`config.mk`:
```
export PLATFORM = sky130hd
export DESIGN_NAME = rtc_bus_secuenciador
export DESIGN_NICKNAME = d
export VERILOG_FILES = /design/src/rtl/rtc_bus_pkg.sv /design/src/rtl/rtc_bus_secuenciador_contador_fase.sv /design/src/rtl/rtc_bus_secuenciador.sv
export SDC_FILE = /design/constraint.sdc
export NUM_CORES = 1
export LEC_CHECK = 0
export ABC_AREA = 1
export BUFFER_PORTS_ARGS = -buffer_cell sky130_fd_sc_hd__buf_2
export CAP_MARGIN = 20
export CORE_ASPECT_RATIO = 1.4
export CORE_MARGIN = 2
export CORE_UTILIZATION = 42
export CTS_CLUSTER_DIAMETER = 60
export CTS_CLUSTER_SIZE = 28
export DETAILED_ROUTE_END_ITERATION = 7
export GPL_ROUTABILITY_DRIVEN = 0
export PLACE_DENSITY = 0.71
export SLEW_MARGIN = 20
export SYNTH_ARGS = -nofsm -noshare
export SYNTH_HDL_FRONTEND = slang
export SYNTH_SLANG_ARGS = --single-unit
```
`constraint.sdc`:
```
create_clock -name clk -period 2.8 [get_ports clk]
set_clock_uncertainty 0.2 [all_clocks]
set_input_delay 0 -clock clk [delete_from_list [all_inputs] [get_ports clk]]
set_output_delay 0 -clock clk [all_outputs]
set_load 0.02 [all_outputs]
```
`src/rtl/rtc_bus_pkg.sv`:
```
// Shared types and constants for the parallel RTC bus sequencer.
package rtc_bus_pkg;

  typedef enum logic [2:0] {
    IDLE,
    DIR_PULSO,
    DIR_ESPERA,
    DAT_PULSO,
    DAT_ESPERA,
    FIN
  } estado_t;

  localparam logic RW_LEER     = 1'b1;
  localparam logic RW_ESCRIBIR = 1'b0;

  localparam logic AD_DIR  = 1'b0;
  localparam logic AD_DATO = 1'b1;

endpackage

```
`src/rtl/rtc_bus_secuenciador_contador_fase.sv`:
```
// Loadable down-counter timing one bus phase; fin_fase marks the last cycle.
module contador_fase #(
  parameter int ANCHO = 8
) (
  input  logic             clk,
  input  logic             reset,
  input  logic             cargar,
  input  logic [ANCHO-1:0] valor,
  output logic             fin_fase
);

  logic [ANCHO-1:0] cuenta_reg;

  always_ff @(posedge clk or posedge reset) begin
    if (reset) begin
      cuenta_reg <= '0;
    end else if (cargar) begin
      cuenta_reg <= valor;
    end else if (cuenta_reg != '0) begin
      cuenta_reg <= cuenta_reg - ANCHO'(1);
    end
  end

  assign fin_fase = (cuenta_reg == '0);

endmodule

```
`src/rtl/rtc_bus_secuenciador.sv`:
```
// Bus-cycle sequencer for the multiplexed RTC interface. Pin outputs are
// registered from the current state, so they trail the state by one cycle.
module rtc_bus_secuenciador
  import rtc_bus_pkg::*;
#(
  parameter int T_PULSO   = 4,
  parameter int ANCHO_CNT = 8
) (
  input  logic       clk,
  input  logic       reset,
  input  logic       iniciar,
  input  logic       rw,
  input  logic [7:0] dir_in,
  input  logic [7:0] dato_in,
  output logic [7:0] direccion,
  output logic [7:0] datoescribir,
  output logic       AD,
  output logic       escribirdato,
  output logic       leerdato,
  output logic       cs_n,
  output logic       rd_n,
  output logic       wr_n,
  output logic       ocupado,
  output logic       listo
);

  localparam logic [ANCHO_CNT-1:0] CARGA = ANCHO_CNT'(T_PULSO - 1);

  estado_t estado_reg;
  logic    rw_reg;
  logic    fin_fase;
  logic    en_fase;
  logic    cargar;

  assign en_fase = (estado_reg == DIR_PULSO) || (estado_reg == DIR_ESPERA) ||
                   (estado_reg == DAT_PULSO) || (estado_reg == DAT_ESPERA);
  assign cargar  = ((estado_reg == IDLE) && iniciar) || (en_fase && fin_fase);

  contador_fase #(
    .ANCHO(ANCHO_CNT)
  ) u_contador (
    .clk     (clk),
    .reset   (reset),
    .cargar  (cargar),
    .valor   (CARGA),
    .fin_fase(fin_fase)
  );

  always_ff @(posedge clk or posedge reset) begin
    if (reset) begin
      estado_reg   <= IDLE;
      rw_reg       <= RW_ESCRIBIR;
      direccion    <= '0;
      datoescribir <= '0;
      cs_n         <= 1'b1;
      rd_n         <= 1'b1;
      wr_n         <= 1'b1;
      AD           <= AD_DIR;
      escribirdato <= 1'b1;
      leerdato     <= 1'b1;
      ocupado      <= 1'b0;
      listo        <= 1'b0;
    end else begin
      case (estado_reg)
        IDLE: begin
          if (iniciar) begin
            rw_reg       <= rw;
            direccion    <= dir_in;
            datoescribir <= dato_in;
            estado_reg   <= DIR_PULSO;
          end
        end
        DIR_PULSO:  if (fin_fase) estado_reg <= DIR_ESPERA;
        DIR_ESPERA: if (fin_fase) estado_reg <= DAT_PULSO;
        DAT_PULSO:  if (fin_fase) estado_reg <= DAT_ESPERA;
        DAT_ESPERA: if (fin_fase) estado_reg <= FIN;
        default:    estado_reg <= IDLE;
      endcase

      // Bus released and strobes idle unless the current state says otherwise.
      cs_n         <= 1'b1;
      rd_n         <= 1'b1;
      wr_n         <= 1'b1;
      AD           <= AD_DIR;
      escribirdato <= 1'b1;
      leerdato     <= 1'b1;
      listo        <= 1'b0;
      ocupado      <= 1'b1;

      case (estado_reg)
        IDLE: ocupado <= iniciar;
        DIR_PULSO: begin
          cs_n         <= 1'b0;
          escribirdato <= 1'b0;
          wr_n         <= 1'b0;
        end
        DIR_ESPERA: begin
          cs_n         <= 1'b0;
          escribirdato <= 1'b0;
        end
        DAT_PULSO: begin
          cs_n <= 1'b0;
          AD   <= AD_DATO;
          if (rw_reg == RW_LEER) begin
            rd_n     <= 1'b0;
            leerdato <= ~fin_fase;
          end else begin
            escribirdato <= 1'b0;
            wr_n         <= 1'b0;
          end
        end
        DAT_ESPERA: begin
          cs_n         <= 1'b0;
          AD           <= AD_DATO;
          escribirdato <= (rw_reg == RW_ESCRIBIR) ? 1'b0 : 1'b1;
        end
        default: listo <= 1'b1;
      endcase
    end
  end

endmodule

```
==> flow_metrics.env <==
export IMPL_status="complete, no violations"
export IMPL_grt_pass1_wl_um=5713
export IMPL_vias=1371
export IMPL_syn_cell_area_sq_mm=0.001572
export IMPL_path_buf_inv=0
export IMPL_synth_warnings=0
export IMPL_final_setup_viol_count=0
export IMPL_critPathMaxFanout=23
export IMPL_hpwl_um=2090
export IMPL_r2r_end="u_contador.cuenta_reg[7]"
export IMPL_crit_required_ns=2.77
export IMPL_antenna_left=0
export IMPL_cts_max_path_buffers=2
export IMPL_min_path_type="in -> async"
export IMPL_crit_chain="nor2_4 > nand3_4 > o21ai_1 > nand2_1 > nand2_1 > nor2_1"
export IMPL_grt_overflow=0
export IMPL_power_density_mw_per_mm2=432.7
export IMPL_r2r_cells=6
export IMPL_root_buffer="clkbuf_8"
export IMPL_post_cts_resized=0
export IMPL_crit_end="u_contador.cuenta_reg[7]"
export IMPL_rows=26
export IMPL_design_power_total_mw=0.9064
export IMPL_setup_worst_path_end_class="register"
export IMPL_netlist_cell_type_count=23
export IMPL_yosysTopAreaCellShare_pct=49.36
export IMPL_finalCritPeriodShare_pct=59.74
export IMPL_peakVddDrop_mv=0.3321
export IMPL_critPathLaunchType="register"
export IMPL_reg2reg_slack_ns=1.13
export IMPL_critPathTopFamily="simple AND/OR/NAND/NOR gates"
export IMPL_cp_slowest_cell="dfrtp_1"
export IMPL_multi_input_area_sq_um=593.1
export IMPL_drt_initial_drc_count=22
export IMPL_drive_gt1_share_pct=27.64
export IMPL_synthTopCellsByArea="dfrtp_1 49%, nand2_1 18%, dfstp_2 8.4%, nor2_1 3.8%, nand3_1 3.2%"
export IMPL_crit_start="estado_reg[0]"
export IMPL_grt_max_degree=37
export IMPL_core_area_sq_mm=0.003611
export IMPL_fill_cells=319
export IMPL_grt_use_total_pct=17.02
export IMPL_use_met3_pct=5.093
export IMPL_grt_setup_unrepaired="no"
export IMPL_final_hold_viol_count=0
export IMPL_dpl_cell_area_sq_mm=0.001823
export IMPL_worstPathArrival_ns=1.64
export IMPL_initial_core_util_pct=43.52
export IMPL_die_h_um=76.38
export IMPL_firstDrtPassIters=4
export IMPL_cpPeakStageDelay_ns=0.45
export IMPL_grt_busiest_layer="met2"
export IMPL_drc=0
export IMPL_synth_edf_count=0
export IMPL_synth_common_cells="74 x nand2_1, 31 x dfrtp_1, 16 x nor2_1, 10 x nand3_1, 9 x inv_1"
export IMPL_fin_setup_tns_ns=0
export IMPL_synth_fp_nets=200
export IMPL_final_cell_area_sq_mm=0.002095
export IMPL_area_growth_pct=33.28
export IMPL_yosysTopAreaCell="dfrtp_1"
export IMPL_avgRoutedWirePerCell_um=11.23
export IMPL_clkSinkCount=36
export IMPL_use_met1_pct=19.82
export IMPL_dp_cells=261
export IMPL_clk_insertion_delay_late_ns=0.29
export IMPL_antenna_found_initial=0
export IMPL_die_x_um=55.70
export IMPL_stdcell_count=288
export IMPL_cts_buffers=5
export IMPL_crit_path_frequent_cell="nand2_1"
export IMPL_htreeDepth=2
export IMPL_fin_crit_ns=1.673
export IMPL_ys_ff_latch=36
export IMPL_avgSynthCellArea_sq_um=8.829
export IMPL_fin_nets=267
export IMPL_yosysMostFrequentCell="nand2_1"
export IMPL_drv_slew=0
export IMPL_clkTransAtPathRegs_ns=0.07
export IMPL_cts_tree="yes"
export IMPL_via_per_inst=4.760
export IMPL_routed_wl_um=3235
export IMPL_critPathKind="reg -> reg"
export IMPL_yosysSeqAreaShare_pct=57.72
export IMPL_p_leak_nw=1.175
export IMPL_met2_usage_pct=28.57
export IMPL_antenna_cells=0
export IMPL_drv_cap=0
export IMPL_yosys_most_used_dff="dfrtp_1"
export IMPL_synthCells=178
export IMPL_tightest_slew_ns=0.4372
export IMPL_grt_pass1_vias=1310
export IMPL_io_pins=44
export IMPL_cp_num_cells=6
export IMPL_max_freq_ghz=0.5978
export IMPL_synth_async_reset_ratio_pct=100.0
export IMPL_relSlewSlack_pct=70.85
export IMPL_port_buffer_count=43
export IMPL_die_area_sq_mm=0.004254
export IMPL_regToRegStartpoint="estado_reg[0]"
export IMPL_final_seq_area_sq_um=907.1
worst min-delay path, stage by stage:
cell and delay, ns:
dlygate4sd3_1 0.54, buf_2 0.12, inv_1 0.04, buf_4 0.38
through the flow:
step	hold WS [ns]	utilization, %	setup WS, ns
2_1_floorplan	-0.09038	-	1.343
6_report	0.1565	58.00	1.127
3_5_place_dp	-0.08123	50.49	1.129
3_3_place_gp	-0.08191	50.49	1.165
5_1_grt	0.1984	58.00	0.9731
4_1_cts	0.1502	58.00	1.129
per-layer routing:
layer | vias up | share of wire, %
met4 | 0 | 2.8
met5 | - | 0
met1 | 626 | 40
met2 | 44 | 51
met3 | 11 | 5.6
li1 | 690 | -
cell usage in the layout, fill, tap and decap left out, drive strengths merged:
cell type and n:
clkbuf 7, dfstp 5, nand3 11, nand2 79, a21oi 2, xor2 3
dfrtp 31, nor3 1, nand3b 1, nand4 3, dlygate4sd3 19, buf 44
o21ai 6, inv 12, clkinv 1, nor2 19, ha 2
area by class of cell:
| cell class | instances | share of cell area [%] |
|---|---|---|
| sequential | 36 | 43.31 |
| multi-input combinational | 127 | 28.32 |
| timing repair buffer | 63 | 19.71 |
| inverter | 12 | 2.270 |
| tap | 42 | 2.509 |
| clock inverter | 1 | 0.2389 |
| clock buffer | 7 | 3.644 |
logic make-up after synthesis:
kind of cell	share of synthesized area (%)
buffers and inverters	4.538
and+or+nand+nor	31.93
AOI/OAI and AO/OA	2.547
xor gates and xnor gates	1.672
DFF	57.72
adders and majority gates	1.592
how the worst min path moves through the flow:
| stage | slack, ns | startpoint | to |
|---|---|---|---|
| after floorplan | -0.09 | dato_in[0] | datoescribir[0] |
| after global placement | -0.08 | reset | datoescribir[7] |
| after detailed placement | -0.08 | reset | datoescribir[7] |
| after CTS | 0.15 | reset | datoescribir[7] |
| after global routing | 0.20 | reset | datoescribir[7] |
| final | 0.16 | reset | datoescribir[7] |
report_power, final:
| part | switching, mW | total (mW) | leakage [nW] | internal [mW] |
|---|---|---|---|---|
| Combinational | 0.0174 | 0.0450 | 0.672 | 0.0276 |
| Clock | 0.167 | 0.341 | 0.0422 | 0.174 |
| Sequential | 0 | 0.520 | 0.461 | 0.520 |
repair_timing:
item / CTS / global route
hold buffers: 19 / 0
endpoints found under the hold margin: 54 / 0
setup buffers: 0 / 0
setup endpoints to repair: 0 / 0
Power figures use the tool's default switching activity.
